File: src/rtl/if_id_queue.sv
// IF/ID queue: buffers up to DEPTH fetched instruction/PC pairs between fetch
// and decode. Uses a valid/ready push side, a decode stall, flush on redirect,
// and drives a NOP on the output whenever the queue is empty.
module if_id_queue #(
  parameter int                    DATA_WIDTH = 32,
  parameter int                    PC_WIDTH   = 32,
  parameter int                    DEPTH      = 2,
  parameter logic [DATA_WIDTH-1:0] NOP_INSTR  = '0
) (
  input  logic                         i_clock,
  input  logic                         i_reset,
  input  logic                         i_valid,
  input  logic [DATA_WIDTH-1:0]        i_instruccion,
  input  logic [PC_WIDTH-1:0]          i_pc,
  output logic                         o_ready,
  input  logic                         i_if_id_burbuja,
  input  logic                         i_flush,
  output logic                         o_valid,
  output logic [DATA_WIDTH-1:0]        o_instruccion,
  output logic [PC_WIDTH-1:0]          o_pc,
  output logic [$clog2(DEPTH+1)-1:0]   o_count
);
  localparam int PW = $clog2(DEPTH);
  localparam int CW = $clog2(DEPTH+1);

  typedef struct packed {
    logic [DATA_WIDTH-1:0] instr;
    logic [PC_WIDTH-1:0]   pc;
  } entry_t;

  entry_t           mem [DEPTH];
  logic [DEPTH-1:0] ent_vld;
  logic [PW-1:0]    wr_ptr, rd_ptr;
  logic [CW-1:0]    count;
  logic             push, pop;

  // No full pass-through: a full queue refuses even if decode pops this cycle.
  assign o_ready = (count < CW'(DEPTH));
  assign o_valid = (count != '0) & ent_vld[rd_ptr];
  assign o_count = count;
  assign push    = i_valid & o_ready & ~i_flush;
  assign pop     = o_valid & ~i_if_id_burbuja & ~i_flush;

  // Head mux: registered entry when valid, otherwise NOP / zero PC.
  always_comb begin
    o_instruccion = NOP_INSTR;
    o_pc          = '0;
    if (o_valid) begin
      o_instruccion = mem[rd_ptr].instr;
      o_pc          = mem[rd_ptr].pc;
    end
  end

  // Pointers, occupancy and per-entry valid bits; flush beats push/pop/stall.
  always_ff @(posedge i_clock or negedge i_reset) begin
    if (!i_reset) begin
      wr_ptr  <= '0;
      rd_ptr  <= '0;
      count   <= '0;
      ent_vld <= '0;
    end else if (i_flush) begin
      wr_ptr  <= '0;
      rd_ptr  <= '0;
      count   <= '0;
      ent_vld <= '0;
    end else begin
      if (push) wr_ptr <= wr_ptr + PW'(1);
      if (pop)  rd_ptr <= rd_ptr + PW'(1);
      case ({push, pop})
        2'b10:   count <= count + CW'(1);
        2'b01:   count <= count - CW'(1);
        default: count <= count;
      endcase
      for (int i = 0; i < DEPTH; i++) begin
        if (pop && (rd_ptr == PW'(i)))       ent_vld[i] <= 1'b0;
        if (push && (wr_ptr == PW'(i)))      ent_vld[i] <= 1'b1;
      end
    end
  end

  // Entry payload carries no reset; contents only matter once marked valid.
  always_ff @(posedge i_clock) begin
    if (i_reset && push) mem[wr_ptr] <= '{instr: i_instruccion, pc: i_pc};
  end
endmodule
File: config.mk
export PLATFORM = sky130hd
export DESIGN_NAME = if_id_queue
export DESIGN_NICKNAME = d
export VERILOG_FILES = /design/src/rtl/if_id_queue.sv
export SDC_FILE = /design/constraint.sdc
export NUM_CORES = 1
export LEC_CHECK = 0
export CAP_MARGIN = 20
export CORE_MARGIN = 4
export CORE_UTILIZATION = 52
export CTS_CLUSTER_SIZE = 20
export DETAILED_ROUTE_END_ITERATION = 8
export GPL_TIMING_DRIVEN = 0
export PLACE_DENSITY_LB_ADDON = 0.3
export SYNTH_ARGS = -nofsm -noshare
export SYNTH_HDL_FRONTEND = slang
export SYNTH_SLANG_ARGS = --single-unit
File: constraint.sdc
create_clock -name i_clock -period 17 [get_ports i_clock]
set_input_delay 3.4 -clock i_clock [delete_from_list [all_inputs] [get_ports i_clock]]
set_output_delay 3.4 -clock i_clock [all_outputs]
set_load 0.1 [all_outputs]
==> metrics.md <==
| Metric | Value |
|---|---|
| Maximum vdd drop | `approximately 0.000069 V` |
| DP HPWL | `roughly 7.4 mm` |
| Sequential share of the synthesized area | `about three quarters` |
| DRT antenna net count | `0` |
| Max-Cap Viols | `0` |
| Required @ worst endpoint | `between 10 and 15 ns` |
| Top-Level Pins | `137` |
| FP Rows | `36` |
| Final period utilization | `approximately 38%` |
| Largest net degree at the start of global routing | `34` |
| Post-Route WL | `between 10 and 15 mm` |
| Vias in the first global route | `~3.4k` |
| Synth Cell Area | `around 5200 um^2` |
| Initial antenna violation count | `0` |
| Hold Path Class | `reg -> reg` |
| RSZ-0062 raised after global routing | `no` |
| Largest area contributor in the netlist | `edfxtp_1` |
| GR peak layer | `met2` |
| CTS root buf | `clkbuf_8` |
| Most common cell after layout, fill and taps aside | `clkdlybuf4s50_1` |
| Post-CTS Setup Repair Bufs | `0` |
| Mean post-synth cell area | `around 17 um^2` |
| CTS clock-pin slew for the worst setup and hold paths | `roughly 0.05 ns` |
| GRT met3 Usage | `5.97%` |
| Via count | `3112` |
| Worst-Margin Slew | `between 1 and 1.5 ns` |
| Outcome | `finished clean` |
| Relative max-transition margin | `between 30% and 40%` |
| Slew Viols, Final | `0` |
| Wire per inst | `17.3 um` |
| Die Height | `108 um` |
| Seq pwr share | `45.4%` |
| Syn Nets | `380` |
| I/O Buffers | `between 100 and 150` |
| # H-tree levels | `4` |
| Setup TNS | `0 ns` |
| Critical Path Start Type | `flip-flop` |
| GPL Wtd Cong | `just over 0.8` |
| Die ar. | `between 10000 and 15000 um^2` |
| Synth cell types | `26` |
| Initial DRT Pass Iterations | `4` |
| Clk pwr share | `40.0%` |
| Class of the most critical setup path | `reg -> out` |
| Clock Latency Late Sink | `around 0.50 ns` |
| Met1 track demand over resource | `20.9%` |
| Leak | `2.43 nW` |
| Seq cells post-synth | `between 100 and 150` |
| P_sw | `just over 0.0002 W` |
| Crit end category | `primary output` |
| YS warnings | `0` |
| Post-cts resize count | `0` |
| Internal power | `0.000616 W` |
| First-pass GRT wire length | `about 17 mm` |
| Fin area | `roughly 7300 um^2` |
| Total Nets Final | `between 500 and 600` |
| Cell Pwr Density | `approximately 110 nW/um^2` |
| Combinational power share | `14.6%` |
| Worst Skew | `0.00402 ns` |
| Arr. time, crit path | `between 2 and 3 ns` |
| Vias per Instance | `roughly 5` |
| Initial Utilization | `a little over half` |
| Cell Area, Placed | `between 6000 and 7000 um^2` |
| Layout area overhead | `41.4%` |
| Most frequent cells in the layout | `clkdlybuf4s50_1 (135), edfxtp_1 (128), mux2i_1 (65)` |
| Sw Ratio | `between 20% and 30%` |
| Synth area leaders | `edfxtp_1 (74%), mux2i_1 (13%), nor2_1 (4.6%), dfrtp_1 (2.9%), buf_6 (1.3%)` |
| Total gr overflow | `0` |
| CTS sink count | `about 130` |
| TritonCTS clock tree | `built` |
| Layout cells sized above 1 | `a little under an eighth` |
| Post-Synthesis Cells | `around 310` |
| DRT iter0 DRCs | `slightly above 200` |
| CP Max Fanout | `10` |
| Die X | `between 100 and 150 um` |
| Global Route Usage Sum | `19.1%` |
| Setup-failing EPs final | `0` |
| Period minus WS final | `about 6.4 ns` |
| Max clock buf depth | `2` |
| CTS Buf Count | `17` |
| GR Util met2 | `approximately a third` |
| Final hold violations | `0` |
| Fmax | `0.156 GHz` |
| Number of remaining DRC errors | `0` |
| Yosys top cell area share | `between 70% and 80%` |
| Hold_ws | `roughly 0.58 ns` |
| Cts hold-fix bufs | `0` |
| Core ar. | `just under 10000 um^2` |
| Antenna diode instance count | `0` |
power groups by stage:
stage | sequential (W) | clock, W | combinational (W)
floorplan | 0.000385 | 0 | 0.0000759
global placement | 0.000382 | 0 | 0.000116
detailed placement | 0.000381 | 0 | 0.000121
CTS | 0.000374 | 0.000334 | 0.000121
global route | 0.000374 | 0.000350 | 0.000126
finish | 0.000374 | 0.000330 | 0.000120
state kept, by name, indices dropped and copies added (netlist names):
register,count
mem,128
rd_ptr,1
wr_ptr,1
ent_vld,2
o_count,2
worst max-delay path, cell delays in order (launching register included):
cell             delay [ns]
dfrtp_1                0.35
buf_2                  0.14
mux2i_1                0.16
o21bai_2               0.22
buf_6                  0.17
buf_6                  0.14
nor2_1                 0.13
clkdlybuf4s50_1        1.17
cell usage after synthesis (all sizes together):
master,n
a211o,1
a21o,2
a21oi,5
a31oi,1
and4b,1
buf,16
clkbuf,2
dfrtp,6
edfxtp,128
inv,3
mux2i,65
nand2,3
nand2b,4
nand3,1
nor2,64
nor2b,1
nor4b,1
o211ai,1
o21ai,3
o21ba,1
o21bai,2
logic make-up (layout without fill, tap and decap cells):
kind of cell	after synthesis	in the layout	share of synthesized area, %
buffers and inverters	21	197	2.65
flip-flops	134	134	76.9
AO/OA/AOI/OAI	16	16	2.05
multiplexers	65	65	12.5
AND/OR/NAND/NOR	75	75	5.90
path summary, 6_finish.rpt:
check / to / cells past startpoint / slack, ns / from
hold / removal: rd_ptr / 2 / 0.58 / ent_vld[0]
hold reg to reg: rd_ptr / 2 / 0.58 / ent_vld[0]
max in group asynchronous: rd_ptr / 1 / 13.60 / i_reset
setup / recovery: o_pc[21] / 7 / 10.61 / rd_ptr
setup reg to reg: mem[0][0] / 7 / 14.48 / o_count[1]
min in group asynchronous: o_count[1] / 1 / 3.15 / i_reset
cell type report:
class | instances | area (um^2)
multi-input combinational | 156 | 1070
clock buffer | 21 | 429
fill | 644 | 2380
sequential | 134 | 3990
clock inverter | 10 | 108
tap | 133 | 166
timing repair buffer | 145 | 1440
buffer | 18 | 126
inverter | 3 | 11.3
metrics by stage:
step / worst slack (ns) / util (%) / std cells / total power, W
after floorplan: 6.09 / - / 311 / 0.000461
after global placement: 2.04 / 69.0 / 579 / 0.000499
after detailed placement: 11.12 / 70.0 / 589 / 0.000501
after CTS: 10.57 / 75.5 / 620 / 0.000829
after global routing: 10.48 / 75.5 / 620 / 0.000851
final: 10.61 / 75.5 / 620 / 0.000824
per-layer routing:
layer / share of wire [%] / routed length, um
met5: 0 / 0
met4: 2.0 / 216
met3: 5.9 / 637
met2: 53 / 5720
met1: 39 / 4150
(Power assumes the default switching activity.)
